[src/rtl/fetch_pkg.sv]
// Shared definitions for the instruction fetch unit: datapath width, FSM states
// and the PC increment step.
package fetch_pkg;

    localparam int N      = 16;
    localparam int PC_INC = 1;

    typedef enum logic [1:0] {
        FETCH = 2'd0,
        HOLD  = 2'd1,
        DRAIN = 2'd2
    } state_t;

endpackage

[src/rtl/fetch_skid_buffer.sv]
// One-entry skid register holding an acknowledged instruction while decode stalls.
module fetch_skid_buffer #(
    parameter int N = fetch_pkg::N
) (
    input  logic         Clock,
    input  logic         Reset,
    input  logic         i_load,
    input  logic         i_clear,
    input  logic [N-1:0] i_instr,
    input  logic [N-1:0] i_pc,
    output logic [N-1:0] o_instr,
    output logic [N-1:0] o_pc,
    output logic         o_valid
);

    logic [N-1:0] r_instr;
    logic [N-1:0] r_pc;
    logic         r_valid;

    // NOTE: sequential state uses non-blocking assignments so every register
    // samples pre-edge values, independent of statement order.
    always_ff @(posedge Clock) begin
        if (Reset || i_clear) begin
            r_instr <= '0;
            r_pc    <= '0;
            r_valid <= 1'b0;
        end else if (i_load) begin
            r_instr <= i_instr;
            r_pc    <= i_pc;
            r_valid <= 1'b1;
        end
    end

    assign o_instr = r_instr;
    assign o_pc    = r_pc;
    assign o_valid = r_valid;

endmodule

[src/rtl/fetch_unit.sv]
// Instruction fetch stage: drives the PC, talks to instruction memory and fills IF/ID.
// Optional macro FETCH_PERF_COUNT_EN adds saturating fetch/bubble counters.
module fetch_unit #(
    parameter int N = fetch_pkg::N
) (
    input  logic         Clock,
    input  logic         Reset,
    input  logic [N-1:0] PC_out,
    output logic [N-1:0] PC_in,
    output logic         PC_write_data,
    output logic         imem_req,
    output logic [N-1:0] imem_addr,
    input  logic         imem_ack,
    input  logic [N-1:0] imem_rdata,
    input  logic         branch_taken,
    input  logic [N-1:0] branch_target,
    input  logic         stall,
    output logic [N-1:0] IFID_instr,
    output logic [N-1:0] IFID_pc,
    output logic         IFID_valid
`ifdef FETCH_PERF_COUNT_EN
    ,
    output logic [N-1:0] perf_fetch_cnt,
    output logic [N-1:0] perf_bubble_cnt
`endif
);
    import fetch_pkg::*;

    state_t       r_state;
    logic         r_pending;
    logic [N-1:0] r_req_addr;
    logic [N-1:0] r_ifid_instr;
    logic [N-1:0] r_ifid_pc;
    logic         r_ifid_valid;

    logic         w_ack;
    logic         w_ifid_load;
    logic         w_ifid_from_skid;
    logic         w_ifid_bubble;
    logic         w_skid_load;
    logic         w_skid_clear;
    logic         w_skid_valid;
    logic [N-1:0] w_skid_instr;
    logic [N-1:0] w_skid_pc;

    fetch_skid_buffer #(.N(N)) u_skid (
        .Clock   (Clock),
        .Reset   (Reset),
        .i_load  (w_skid_load),
        .i_clear (w_skid_clear),
        .i_instr (imem_rdata),
        .i_pc    (imem_addr),
        .o_instr (w_skid_instr),
        .o_pc    (w_skid_pc),
        .o_valid (w_skid_valid)
    );

    // NOTE: every signal gets a default at the top of always_comb so that no
    // path through the branches below leaves it unassigned and infers a latch.
    always_comb begin
        imem_req         = !Reset && (r_state != HOLD);
        imem_addr        = r_pending ? r_req_addr : PC_out;
        w_ack            = imem_req && imem_ack;
        PC_in            = PC_out + N'(PC_INC);
        PC_write_data    = 1'b0;
        w_ifid_load      = 1'b0;
        w_ifid_from_skid = 1'b0;
        w_ifid_bubble    = 1'b0;
        w_skid_load      = 1'b0;
        w_skid_clear     = 1'b0;
        if (Reset) begin
            PC_write_data = 1'b0;
        end else if (branch_taken) begin
            // A redirect wins over stall and throws away anything fetched so far.
            PC_in         = branch_target;
            PC_write_data = 1'b1;
            w_ifid_bubble = 1'b1;
            w_skid_clear  = 1'b1;
        end else begin
            case (r_state)
                FETCH: begin
                    if (w_ack && stall) begin
                        w_skid_load = 1'b1;
                    end else if (w_ack) begin
                        w_ifid_load   = 1'b1;
                        PC_write_data = 1'b1;
                    end else if (!stall) begin
                        w_ifid_bubble = 1'b1;
                    end
                end
                HOLD: begin
                    if (!stall && w_skid_valid) begin
                        w_ifid_load      = 1'b1;
                        w_ifid_from_skid = 1'b1;
                        PC_write_data    = 1'b1;
                        w_skid_clear     = 1'b1;
                    end
                end
                default: ;
            endcase
        end
    end

    always_ff @(posedge Clock) begin
        if (Reset) begin
            r_state      <= FETCH;
            r_pending    <= 1'b0;
            r_req_addr   <= '0;
            r_ifid_instr <= '0;
            r_ifid_pc    <= '0;
            r_ifid_valid <= 1'b0;
        end else begin
            if (w_ifid_load) begin
                r_ifid_instr <= w_ifid_from_skid ? w_skid_instr : imem_rdata;
                r_ifid_pc    <= w_ifid_from_skid ? w_skid_pc : imem_addr;
                r_ifid_valid <= 1'b1;
            end else if (w_ifid_bubble) begin
                r_ifid_valid <= 1'b0;
            end
            case (r_state)
                FETCH: begin
                    // Keep the issued address stable until memory acknowledges it.
                    if (w_ack) begin
                        r_pending <= 1'b0;
                    end else begin
                        r_pending  <= 1'b1;
                        r_req_addr <= imem_addr;
                    end
                    if (branch_taken) begin
                        r_state <= w_ack ? FETCH : DRAIN;
                    end else if (w_ack && stall) begin
                        r_state <= HOLD;
                    end
                end
                HOLD: begin
                    if (branch_taken || !stall) begin
                        r_state <= FETCH;
                    end
                end
                DRAIN: begin
                    if (w_ack) begin
                        r_pending <= 1'b0;
                        r_state   <= FETCH;
                    end
                end
                default: r_state <= FETCH;
            endcase
        end
    end

    assign IFID_instr = r_ifid_instr;
    assign IFID_pc    = r_ifid_pc;
    assign IFID_valid = r_ifid_valid;

`ifdef FETCH_PERF_COUNT_EN
    logic [N-1:0] r_perf_fetch;
    logic [N-1:0] r_perf_bubble;

    always_ff @(posedge Clock) begin
        if (Reset) begin
            r_perf_fetch  <= '0;
            r_perf_bubble <= '0;
        end else begin
            if (w_ifid_load && (r_perf_fetch != '1)) begin
                r_perf_fetch <= r_perf_fetch + 1'b1;
            end
            if (w_ifid_bubble && (r_perf_bubble != '1)) begin
                r_perf_bubble <= r_perf_bubble + 1'b1;
            end
        end
    end

    assign perf_fetch_cnt  = r_perf_fetch;
    assign perf_bubble_cnt = r_perf_bubble;
`endif

endmodule

[config.mk]
export PLATFORM = sky130hd
export DESIGN_NAME = fetch_unit
export DESIGN_NICKNAME = d
export VERILOG_FILES = /design/src/rtl/fetch_pkg.sv /design/src/rtl/fetch_skid_buffer.sv /design/src/rtl/fetch_unit.sv
export SDC_FILE = /design/constraint.sdc
export NUM_CORES = 1
export LEC_CHECK = 0
export CORE_ASPECT_RATIO = 0.8
export CORE_UTILIZATION = 45
export CTS_CLUSTER_SIZE = 8
export DETAILED_ROUTE_END_ITERATION = 12
export GPL_TIMING_DRIVEN = 0
export PLACE_DENSITY = 0.82
export SYNTH_ARGS = -nofsm -noshare
export SYNTH_HDL_FRONTEND = slang
export SYNTH_SLANG_ARGS = --single-unit
[constraint.sdc]
create_clock -name Clock -period 2.05 [get_ports Clock]
set_input_delay 0.205 -clock Clock [delete_from_list [all_inputs] [get_ports Clock]]
set_output_delay 0.205 -clock Clock [all_outputs]
set_load 0.05 [all_outputs]
==> flow_metrics.env, run 1 <==
export IMPL_period_needed_ns=2.03
export IMPL_synth_edf_count=0
export IMPL_remaining_drc_errors=0
export IMPL_ant_nets=0
export IMPL_path_buf_inv=3
export IMPL_fillers=702
export IMPL_ir_drop_uv=396
export IMPL_pwr_density_cell_nw_per_um2=704
export IMPL_worstPathCellList="buf_8 -> mux2i_4 -> inv_1 -> dlygate4sd2_1"
export IMPL_fin_nets=680
export IMPL_die_w_um=107
export IMPL_synth_nets=550
export IMPL_startpoint_type="register"
export IMPL_tns_ns=0
export IMPL_io_pins=120
export IMPL_die_h_um=85.6
export IMPL_antenna_found_initial=0
export IMPL_critical_path_required_ns=1.85
export IMPL_dieArea_um2=9120
export IMPL_multi_input_area_um2=2140
export IMPL_coreArea_um2=8480
export IMPL_cts_hold_fix_buffers=0
export IMPL_final_cells=743
export IMPL_synth_area_top_cells="dfxtp_1, nand2_1, a211oi_1, nor2_1, a21oi_1"
export IMPL_clock_skew_ns=0.0104
export IMPL_placed_cells=726
export IMPL_status="completed"
export IMPL_start_util_pct=46.4
export IMPL_worst_path_max_fanout=10
export IMPL_synth_top_area_share_pct=43.3
export IMPL_vias=4166
export IMPL_met1_usage_pct=34.6
export IMPL_grt_max_degree=15
export IMPL_n_antenna_cell=0
export IMPL_top_usage_layer="met2"
export IMPL_grt_usage_pct=26.4
export IMPL_first_global_vias=4005
export IMPL_regArea_um2=1710
export IMPL_path_delay_family="buffers and inverters"
export IMPL_max_slew_worst_pin_slew_ns=0.544
export IMPL_drt_iter0_drc=279
export IMPL_async_flop_share_pct=0
export IMPL_root_buffer="clkbuf_8"
export IMPL_clk_path_buf_depth=2
export IMPL_clk_pin_slew_worst_paths_ns=0.09
export IMPL_critical_path_class="reg2out"
export IMPL_syn_avg_cell_area_um2=7.93
export IMPL_cts_tree="done"
export IMPL_synthDistinctLibCells=39
export IMPL_clock_sinks=85
export IMPL_drt_vias_per_instance=5.61
export IMPL_cpMaxStageDelayCell="dfxtp_4"
export IMPL_area_growth_pct=43.6
export IMPL_netlist_top_cell_by_area="dfxtp_1"
export IMPL_synthFlopType="dfxtp_1"
export IMPL_fp_row_count=30
export IMPL_htree_levels=3
export IMPL_hpwl_mm=8.77
export IMPL_routabilityCongestion=0.825
export IMPL_cp_end_kind="primary output"
export IMPL_yosysWarnings=0
export IMPL_finalPower_mw=3.97
export IMPL_cts_buffers=9
export IMPL_syn_area_um2=3930
export IMPL_overflow=0
export IMPL_seq_area_frac_synth_pct=43.3
export IMPL_rsz0062_at_grt="yes"
export IMPL_fmax_mhz=494
export IMPL_syn_inst=496
export IMPL_slew_viol_final=0
export IMPL_hold_class="in2reg"
export IMPL_wl_per_cell_um=15.9
export IMPL_critPathMaxStageDelay_ns=0.45
export IMPL_drtPass1Iterations=9
export IMPL_p_leak_nw=2.04
export IMPL_max_slew_margin_pct=63.6
export IMPL_use_met2_pct=42.7
export IMPL_io_buffers=118
export IMPL_grt_pass1_wl_mm=19.2
export IMPL_drv_cap=0
export IMPL_setup_viol=0
export IMPL_ys_ff_latch=85
export IMPL_clk_latency_ns=0.37
export IMPL_drive_above_1_share_pct=16.6
export IMPL_hold_violations=0
export IMPL_fin_crit_sh_pct=98.8
export IMPL_arrival_ns=1.82
export IMPL_wl_mm=11.8
export IMPL_gr_usage_met3_pct=6.08
[routing by layer]
layer,wire (µm),part of all wire (%)
met4,255,2.2
met3,670,5.7
met5,0,0
met1,5250,44
met2,5660,48
[state kept, by name (all words and copies together), names as in the netlist]
name	count
IFID_instr	16
IFID_pc	16
r_req_addr	16
u_skid.o_instr	16
u_skid.o_pc	16
r_state	2
IFID_valid	1
r_pending	1
u_skid.o_valid	1
[Yosys cell counts, types with 3 or more instances]
cell type and n:
xnor2_1 5, nor3_1 3, mux2i_1 16, mux2_2 3
nor2_1 55, buf_2 7, dfxtp_1 85, o21ai_0 30
nand2_1 99, a211oi_1 32, a311oi_1 16, xor2_1 9
nand4_1 7, and4_1 3, a21oi_1 34, o211ai_1 16
buf_4 3, nand3_1 3, clkbuf_1 29, inv_1 20
nor4_1 3
[power breakdown]
group	switching (mW)	internal, mW	total, mW
logic	0.593	0.322	0.914
registers	0.0461	1.71	1.75
clock network	0.613	0.691	1.30
total	1.25	2.72	3.97
[worst register-to-register path, delay by kind of cell, from the launching register on]
family / cells / cell delay, ns
AOI/OAI and AO/OA: 2 / 0.43
buffers and inverters: 1 / 0.20
DFF: 1 / 0.38
and+or+nand+nor: 2 / 0.85
[path summary, 6_finish.rpt]
path / start / endpoint / slack, ns / cells after the start
setup / recovery: r_pending$_SDFFE_PP0P_ / imem_addr[8] / 0.02 / 4
hold / removal: PC_out[8] / u_skid.o_pc[8]$_SDFFE_PP0P_ / 0.32 / 3
setup reg to reg: r_state[1]$_SDFFE_PP0P_ / IFID_pc[14]$_SDFFE_PP0P_ / 0.07 / 5
hold reg to reg: IFID_pc[11]$_SDFFE_PP0P_ / IFID_pc[11]$_SDFFE_PP0P_ / 0.46 / 2
[cells in the final DEF (no fill, tap or decap), types with 5 or more instances in the layout]
| cell type | netlist | layout |
|---|---|---|
| a311oi_1 | 16 | 16 |
| o211ai_1 | 16 | 16 |
| dlygate4sd2_1 | 0 | 15 |
| o21ai_0 | 30 | 23 |
| buf_2 | 7 | 12 |
| buf_6 | 1 | 8 |
| mux2i_2 | 0 | 8 |
| a21oi_1 | 34 | 34 |
| clkbuf_2 | 0 | 11 |
| o21ai_1 | 0 | 6 |
| dfxtp_1 | 85 | 82 |
| clkbuf_1 | 29 | 18 |
| a211oi_1 | 32 | 32 |
| buf_4 | 3 | 13 |
| nand4_1 | 7 | 7 |
| xnor2_1 | 5 | 5 |
| clkdlybuf4s50_1 | 0 | 71 |
| clkbuf_8 | 0 | 10 |
| nor2_1 | 55 | 54 |
| mux2i_4 | 0 | 5 |
| inv_1 | 20 | 20 |
| nand2_1 | 99 | 99 |
| clkdlybuf4s15_2 | 0 | 8 |
| xor2_1 | 9 | 9 |
[area by class of cell]
| cell class | count | share of cell area, % |
|---|---|---|
| Inverter | 20 | 1.33 |
| Buffer | 37 | 4.19 |
| Timing Repair Buffer | 123 | 20.0 |
| Clock inverter | 5 | 1.48 |
| Clock buffer | 11 | 2.33 |
| Tap cell | 112 | 2.48 |
| Sequential cell | 85 | 30.3 |
| Multi-Input combinational cell | 350 | 37.9 |
[per-stage QoR]
step	setup WS, ns	utilization (%)	hold slack (ns)	cell area, µm²
after global placement	-1.17	62.0	0.442	5260
final	0.0246	66.6	0.325	5650
after global routing	-0.0731	66.6	0.346	5650
after CTS	-0.0797	65.4	0.415	5550
after floorplan	-0.00436	-	0.297	3940
after detailed placement	-1.19	62.0	0.446	5260
[what timing repair did]
item | CTS | global route
setup buffers | 3 | 2
gates resized for setup | 186 | 50
endpoints found under the setup margin | 80 | 90
pin swaps | 3 | 0
[cells by family after synthesis]
kind of cell	Yosys count	share of synthesized area, %
and+or+nand+nor	180	19.1
AOI/OAI and AO/OA	136	22.8
DFF	85	43.3
buffers and inverters	61	6.52
muxes	19	4.93
xor gates and xnor gates	14	3.12
adders and majority gates	1	0.318
No activity file was read; power rests on OpenSTA's default activity.
==> run 2: changes to the inputs <==
CTS_CLUSTER_SIZE = not set   (was 8)
SLEW_MARGIN = 20   (was not set)
==> results of run 2 <==
The final DEF is identical to that of run 1; final timing and power are the same.
==> run 3: changes to the inputs <==
SLEW_MARGIN = 0   (was 20)
==> results of run 3 <==
The final DEF is identical to that of run 1; final timing and power are the same.
